File: config.mk
export PLATFORM = sky130hd
export DESIGN_NAME = am29_bist
export DESIGN_NICKNAME = d
export VERILOG_FILES = /design/src/rtl/am29_pkg.sv /design/src/rtl/am29_bist_cmp.sv /design/src/rtl/am29_bist.sv
export SDC_FILE = /design/constraint.sdc
export NUM_CORES = 1
export LEC_CHECK = 0
export ABC_CLOCK_PERIOD_IN_PS = 2550
export CORE_UTILIZATION = 35
export DETAILED_ROUTE_END_ITERATION = 10
export PLACE_DENSITY = 0.64
export SYNTH_ARGS = -nofsm -noshare
export SYNTH_HDL_FRONTEND = slang
export SYNTH_SLANG_ARGS = --single-unit
File: constraint.sdc
create_clock -name clk -period 2.55 [get_ports clk]
set_input_delay 0.255 -clock clk [delete_from_list [all_inputs] [get_ports clk]]
set_output_delay 0.255 -clock clk [all_outputs]
set_load 0.01 [all_outputs]
File: src/rtl/am29_pkg.sv
// Shared definitions for the Am2901 self-test sequencer: instruction field
// codes, sequencer state encoding and observed-word bit positions.
package am29_pkg;

    // Am2901 source operand codes (I[2:0])
    localparam logic [2:0] SRC_AQ = 3'b000;
    localparam logic [2:0] SRC_DQ = 3'b110;
    localparam logic [2:0] SRC_DZ = 3'b111;

    // Am2901 function code (I[5:3])
    localparam logic [2:0] FN_ADD = 3'b000;

    // Am2901 destination codes (I[8:6])
    localparam logic [2:0] DST_QREG = 3'b000;
    localparam logic [2:0] DST_NOP  = 3'b001;

    localparam int VEC_W = 12;
    localparam int OBS_W = 12;

    // Bit positions inside the observed word {2'b00, g_n, p_n, cout, ovr, f3, zf, y[3:0]}
    localparam int OBS_Y_LSB = 0;
    localparam int OBS_ZF    = 4;
    localparam int OBS_F3    = 5;
    localparam int OBS_OVR   = 6;
    localparam int OBS_COUT  = 7;
    localparam int OBS_P_N   = 8;
    localparam int OBS_G_N   = 9;

    typedef enum logic [1:0] {
        ST_IDLE = 2'd0,
        ST_LOAD = 2'd1,
        ST_OPER = 2'd2,
        ST_DONE = 2'd3
    } bist_state_e;

    // Assemble a 9-bit Am2901 instruction word from its three fields.
    function automatic logic [8:0] alu_instr(input logic [2:0] dst,
                                             input logic [2:0] fn,
                                             input logic [2:0] src);
        return {dst, fn, src};
    endfunction

endpackage

File: src/rtl/am29_bist_cmp.sv
// Response comparator: packs the slice outputs into the observed word and
// compares it with the reference ROM word. Purely combinational.
module am29_bist_cmp
    import am29_pkg::*;
(
    input  logic [3:0]       alu_y,
    input  logic             alu_zf,
    input  logic             alu_f3,
    input  logic             alu_ovr,
    input  logic             alu_cout,
    input  logic             alu_p_n,
    input  logic             alu_g_n,
    input  logic [OBS_W-1:0] rom_data,
    output logic [OBS_W-1:0] xor_word,
    output logic             mismatch
);

    logic [OBS_W-1:0] obs;

    // Pack the observed word and flag any bit that differs from the reference.
    always_comb begin
        obs                  = '0;
        obs[OBS_Y_LSB +: 4]  = alu_y;
        obs[OBS_ZF]          = alu_zf;
        obs[OBS_F3]          = alu_f3;
        obs[OBS_OVR]         = alu_ovr;
        obs[OBS_COUT]        = alu_cout;
        obs[OBS_P_N]         = alu_p_n;
        obs[OBS_G_N]         = alu_g_n;
        xor_word             = obs ^ rom_data;
        mismatch             = |xor_word;
    end

endmodule

File: src/rtl/am29_bist.sv
// Am2901 slice self-test sequencer. Each vector takes two clocks: LOAD puts
// vec[7:4] into Q, OPER applies vec[11:9] as the ALU function on (D=vec[3:0], Q)
// with carry vec[8] and compares the flags/Y against a 1-latency reference ROM.
// Optional feature macro AM29_BIST_CONT_EN: keep running past mismatches and
// count them in err_cnt (saturating); otherwise halt at the first mismatch.
module am29_bist
    import am29_pkg::*;
#(
    parameter int VEC_CNT = 4095,
    parameter int ROM_LAT = 1
) (
    input  logic             clk,
    input  logic             rst,
    input  logic             start,
    output logic             busy,
    output logic             done,
    output logic             pass,
    output logic [8:0]       alu_i,
    output logic [3:0]       alu_a,
    output logic [3:0]       alu_b,
    output logic [3:0]       alu_d,
    output logic             alu_cin,
    output logic             alu_oe_n,
    input  logic [3:0]       alu_y,
    input  logic             alu_zf,
    input  logic             alu_f3,
    input  logic             alu_ovr,
    input  logic             alu_cout,
    input  logic             alu_p_n,
    input  logic             alu_g_n,
    output logic [VEC_W-1:0] rom_addr,
    input  logic [OBS_W-1:0] rom_data,
    output logic [VEC_W-1:0] fail_vec,
    output logic [OBS_W-1:0] fail_xor,
    output logic [VEC_W-1:0] err_cnt
);

    localparam logic [VEC_W-1:0] LAST_VEC = VEC_W'(VEC_CNT - 1);
    // Only a one-clock ROM lines up with the OPER cycle; any other latency
    // makes every vector fail so a misbuilt board cannot report a false pass.
    localparam bit LAT_OK = (ROM_LAT == 1);

    bist_state_e      state_q, state_d;
    logic [VEC_W-1:0] vec_q, vec_d;
    logic             pass_q, pass_d;
    logic             fail_seen_q, fail_seen_d;
    logic [VEC_W-1:0] fail_vec_q, fail_vec_d;
    logic [OBS_W-1:0] fail_xor_q, fail_xor_d;
`ifdef AM29_BIST_CONT_EN
    logic [VEC_W-1:0] err_cnt_q, err_cnt_d;
`endif

    logic [OBS_W-1:0] cmp_xor;
    logic             cmp_mismatch;
    logic             mismatch;

    am29_bist_cmp u_cmp (
        .alu_y    (alu_y),
        .alu_zf   (alu_zf),
        .alu_f3   (alu_f3),
        .alu_ovr  (alu_ovr),
        .alu_cout (alu_cout),
        .alu_p_n  (alu_p_n),
        .alu_g_n  (alu_g_n),
        .rom_data (rom_data),
        .xor_word (cmp_xor),
        .mismatch (cmp_mismatch)
    );

    assign mismatch = cmp_mismatch || !LAT_OK;

    // Next-state, result capture and slice drive for the LOAD/OPER sequence.
    always_comb begin
        // NOTE: every signal gets a default before the case so no path leaves it unassigned (no latches).
        state_d     = state_q;
        vec_d       = vec_q;
        pass_d      = pass_q;
        fail_seen_d = fail_seen_q;
        fail_vec_d  = fail_vec_q;
        fail_xor_d  = fail_xor_q;
`ifdef AM29_BIST_CONT_EN
        err_cnt_d   = err_cnt_q;
`endif
        alu_i       = alu_instr(DST_NOP, FN_ADD, SRC_AQ);
        alu_d       = 4'h0;
        alu_cin     = 1'b0;

        unique case (state_q)
            ST_IDLE, ST_DONE: begin
                if (start) begin
                    state_d     = ST_LOAD;
                    vec_d       = '0;
                    pass_d      = 1'b0;
                    fail_seen_d = 1'b0;
                    fail_vec_d  = '0;
                    fail_xor_d  = '0;
`ifdef AM29_BIST_CONT_EN
                    err_cnt_d   = '0;
`endif
                end
            end

            ST_LOAD: begin
                // Q <= D + 0 at the closing edge, seeding the S operand.
                alu_i   = alu_instr(DST_QREG, FN_ADD, SRC_DZ);
                alu_d   = vec_q[7:4];
                state_d = ST_OPER;
            end

            ST_OPER: begin
                alu_i   = alu_instr(DST_QREG, vec_q[11:9], SRC_DQ);
                alu_d   = vec_q[3:0];
                alu_cin = vec_q[8];

                if (mismatch && !fail_seen_q) begin
                    fail_seen_d = 1'b1;
                    fail_vec_d  = vec_q;
                    fail_xor_d  = cmp_xor;
                end

`ifdef AM29_BIST_CONT_EN
                if (mismatch && (err_cnt_q != {VEC_W{1'b1}})) begin
                    err_cnt_d = err_cnt_q + 1'b1;
                end
                if (vec_q == LAST_VEC) begin
                    state_d = ST_DONE;
                    pass_d  = (err_cnt_d == '0);
                end else begin
                    vec_d   = vec_q + 1'b1;
                    state_d = ST_LOAD;
                end
`else
                if (mismatch) begin
                    state_d = ST_DONE;
                    pass_d  = 1'b0;
                end else if (vec_q == LAST_VEC) begin
                    state_d = ST_DONE;
                    pass_d  = 1'b1;
                end else begin
                    vec_d   = vec_q + 1'b1;
                    state_d = ST_LOAD;
                end
`endif
            end

            default: state_d = ST_IDLE;
        endcase
    end

    // State and result registers; reset aborts a run and clears all results.
    always_ff @(posedge clk or posedge rst) begin
        if (rst) begin
            state_q     <= ST_IDLE;
            vec_q       <= '0;
            pass_q      <= 1'b0;
            fail_seen_q <= 1'b0;
            fail_vec_q  <= '0;
            fail_xor_q  <= '0;
        end else begin
            // NOTE: non-blocking assignments so every flop samples pre-edge values.
            state_q     <= state_d;
            vec_q       <= vec_d;
            pass_q      <= pass_d;
            fail_seen_q <= fail_seen_d;
            fail_vec_q  <= fail_vec_d;
            fail_xor_q  <= fail_xor_d;
        end
    end

`ifdef AM29_BIST_CONT_EN
    // Saturating mismatch counter for continue-on-error runs.
    always_ff @(posedge clk or posedge rst) begin
        if (rst) begin
            err_cnt_q <= '0;
        end else begin
            err_cnt_q <= err_cnt_d;
        end
    end
    assign err_cnt = err_cnt_q;
`else
    assign err_cnt = '0;
`endif

    assign busy     = (state_q == ST_LOAD) || (state_q == ST_OPER);
    assign done     = (state_q == ST_DONE);
    assign pass     = pass_q;
    assign rom_addr = vec_q;
    assign fail_vec = fail_vec_q;
    assign fail_xor = fail_xor_q;
    assign alu_a    = 4'h0;
    assign alu_b    = 4'h0;
    assign alu_oe_n = 1'b0;

endmodule

==> run metrics <==
Residual DRC 1; Final Max Slew Viols 0; warnings from Yosys 0; synthesized flop and latch total 40; status finished, violations left; clk sinks 40; part of the Yosys area used for sequential elements 41.9%; area of the multi-input gates 0.00111 mm²; initial antenna violation count 0; RSZ-0062 raised after global routing false; setup TNS 0 ns; Final Instance Count excl. Fillers 388; Final Util 49.6%; number of global-route vias before repair 1940; Die X 84.6 µm; post_cts resized 0; Post-Synthesis Cells 239; WP data required 2.30 ns; final hold viol count 0; drt first pass iters 9; DP Wirelength 4420 µm; ANT cells 0; Netlist cell types 44; CP delay by family, top buffers and inverters; Hold Path Class primary input to async pin; Crit path largest cell delay 0.56 ns; PD cells 762 mW/mm²; Clock Path Buffers 2; clock latency on the worst-skew pair 0.30 ns; Avg Vias per Cell 5.28; post-layout min period 2.36 ns; CP endpoint kind output pin; Mapped Area 0.00239 mm²; peak supply drop 0.000539 V; reg2reg end fail_vec[2]; post-synthesis average cell area 9.99 µm²; antenna-violating nets left 0; Max Fanout on Critical Path 11; clock transition at the registers of the reported paths 0.08 ns; setup bufs post-CTS 0; share of cells above drive strength 1 9.97%; wire length per cell 15.4 µm; first-pass GRT wire length 9700 µm; failing checks design-rule violations; max-cap violations 0; Design Power 2440 µW; Final GP Congestion 0.863; drt total wl 5980 µm; port bufs 75; R2R Path Start state_q[0]; all-layer global routing usage 17.3%; Final setup viols 0; Final nets 341; fmax 0.424 GHz; Post-synth EDFFs 0; Die Y 84.6 µm; relative slew slack 66.7%; Slowest cell on crit path clkdlybuf4s50_1; hold_buf cts 0; Rows 29; Iter 0 DRT Violations 130; top cells by area, synth dfrtp_1, buf_4, a22o_1; I/O Pins 99; Tightest Pin Transition 0.500 ns; register area 0.00100 mm²; Layout Area Growth over Synthesis 34.0%; core box area 0.00646 mm²; routed via count 2050; ys async rst share 100%; Clock Tree Root clkbuf_8; LEAKAGE 0.00138 µW; final period utilization 92.6%; Die ar. 0.00716 mm²; largest net degree at the start of global routing 41; share of the synthesized area in the top cell type 41.9%; WP data arrival 2.11 ns; Primary FF master, synth dfrtp_1; CTS tree done; Remaining Overflow, GRT 0; Worst R2R Path Depth 8; crit path launch type flip-flop; H-tree depth 2; Initial Util 37.0%; CP Buf/Inv Count 3; Worst R2R Setup Slack 0.42 ns; skew final 0.00915 ns; Yosys top cell by area dfrtp_1; crit path kind flip-flop to output pin; critical-path cell list inv_1, ha_1, buf_4, and2_1, clkdlybuf4s50_1; placed insts 380; Fill cells 606; total CTS buffers 5
-- placed cells by master (no fill, tap or decap), types with 8 or more instances in the layout --
cell type	count
a22o_1	12
nand2_1	18
o2bb2ai_1	10
clkdlybuf4s50_1	75
nand3_1	8
conb_1	23
buf_4	14
a21oi_1	10
dfrtp_1	40
xnor2_1	10
-- metrics by stage --
step                setup slack (ns)  cell area [µm²]  hold WS, ns
global placement               0.362             3090        0.473
floorplan                      0.526             2470        0.380
CTS                            0.207             3200        0.400
finish                         0.190             3200        0.380
global route                  0.0938             3200        0.456
detailed placement             0.349             3090        0.470
-- worst max path at each step --
stage	startpoint	end	slack [ns]	cells after the start
after floorplan	state_q[0]	fail_vec[2]	0.53	9
after CTS	state_q[0]	alu_i[4]	0.21	5
final	state_q[0]	alu_i[4]	0.19	5
after global routing	state_q[0]	alu_i[5]	0.09	5
after detailed placement	rom_data[2]	rom_addr[10]	0.35	6
after global placement	rom_data[2]	rom_addr[10]	0.36	6
-- sequential cells by signal, summed over array words and instances (netlist names) --
name,count
fail_vec,12
fail_xor,12
rom_addr,12
state_q,2
fail_seen_q,1
pass,1
-- routing by layer --
metal | vias up | GRT usage, % | wire length [µm]
met5 | - | 0 | 0
met4 | 0 | 5.24 | 73
met3 | 7 | 3.44 | 333
met2 | 80 | 28.6 | 2880
met1 | 988 | 23.0 | 2700
li1 | 975 | - | -
-- where the power goes --
part	internal, µW	switching [µW]	total, µW
Sequential	725	61.3	786
Combinational	511	630	1140
Clock	291	224	515
-- logic make-up (layout without fill, tap and decap cells) --
kind of cell	count (synthesis)	count (layout)	share of synthesized area (%)
and+or+nand+nor	64	64	14.8
adders and majority gates	6	6	3.14
buffers and inverters	54	104	14.9
AOI/OAI and AO/OA	64	64	21.5
xor gates and xnor gates	10	10	3.67
DFF	40	40	41.9
other	1	23	0.157
-- final cells by class --
cell class	count	area share [%]
Inverter	7	0.821
Tap cell	77	3.01
Timing Repair Buffer	89	26.7
Clock buffer	6	2.27
Sequential cell	40	31.3
Clock inverter	2	1.09
Multi-Input combinational cell	167	34.8
-- cells in the mapped netlist (2+ instances only) --
library cell	count
a211o_1	2
a21oi_1	10
a221o_1	2
a22o_1	12
a41oi_1	2
and2_1	6
and3_1	5
and4_1	3
and4_4	2
buf_2	8
buf_4	30
buf_6	4
clkbuf_1	5
dfrtp_1	40
ha_1	6
inv_1	6
nand2_1	18
nand3_1	8
nand4_1	6
nor2_1	3
nor2_2	2
nor3_1	5
nor4_1	2
o21ai_0	3
o2bb2ai_1	10
o311ai_0	4
o311ai_1	5
o31a_1	3
or3_1	3
xnor2_1	10
-- worst reg2reg max path, cell delays in order (launching register included) --
cell	delay, ns
dfrtp_1	0.43
inv_1	0.07
ha_1	0.48
nand2_1	0.11
a21boi_2	0.17
or3_1	0.35
nor2_2	0.12
buf_4	0.21
a22o_2	0.15
Note: power is estimated with default switching activity, not from simulation.
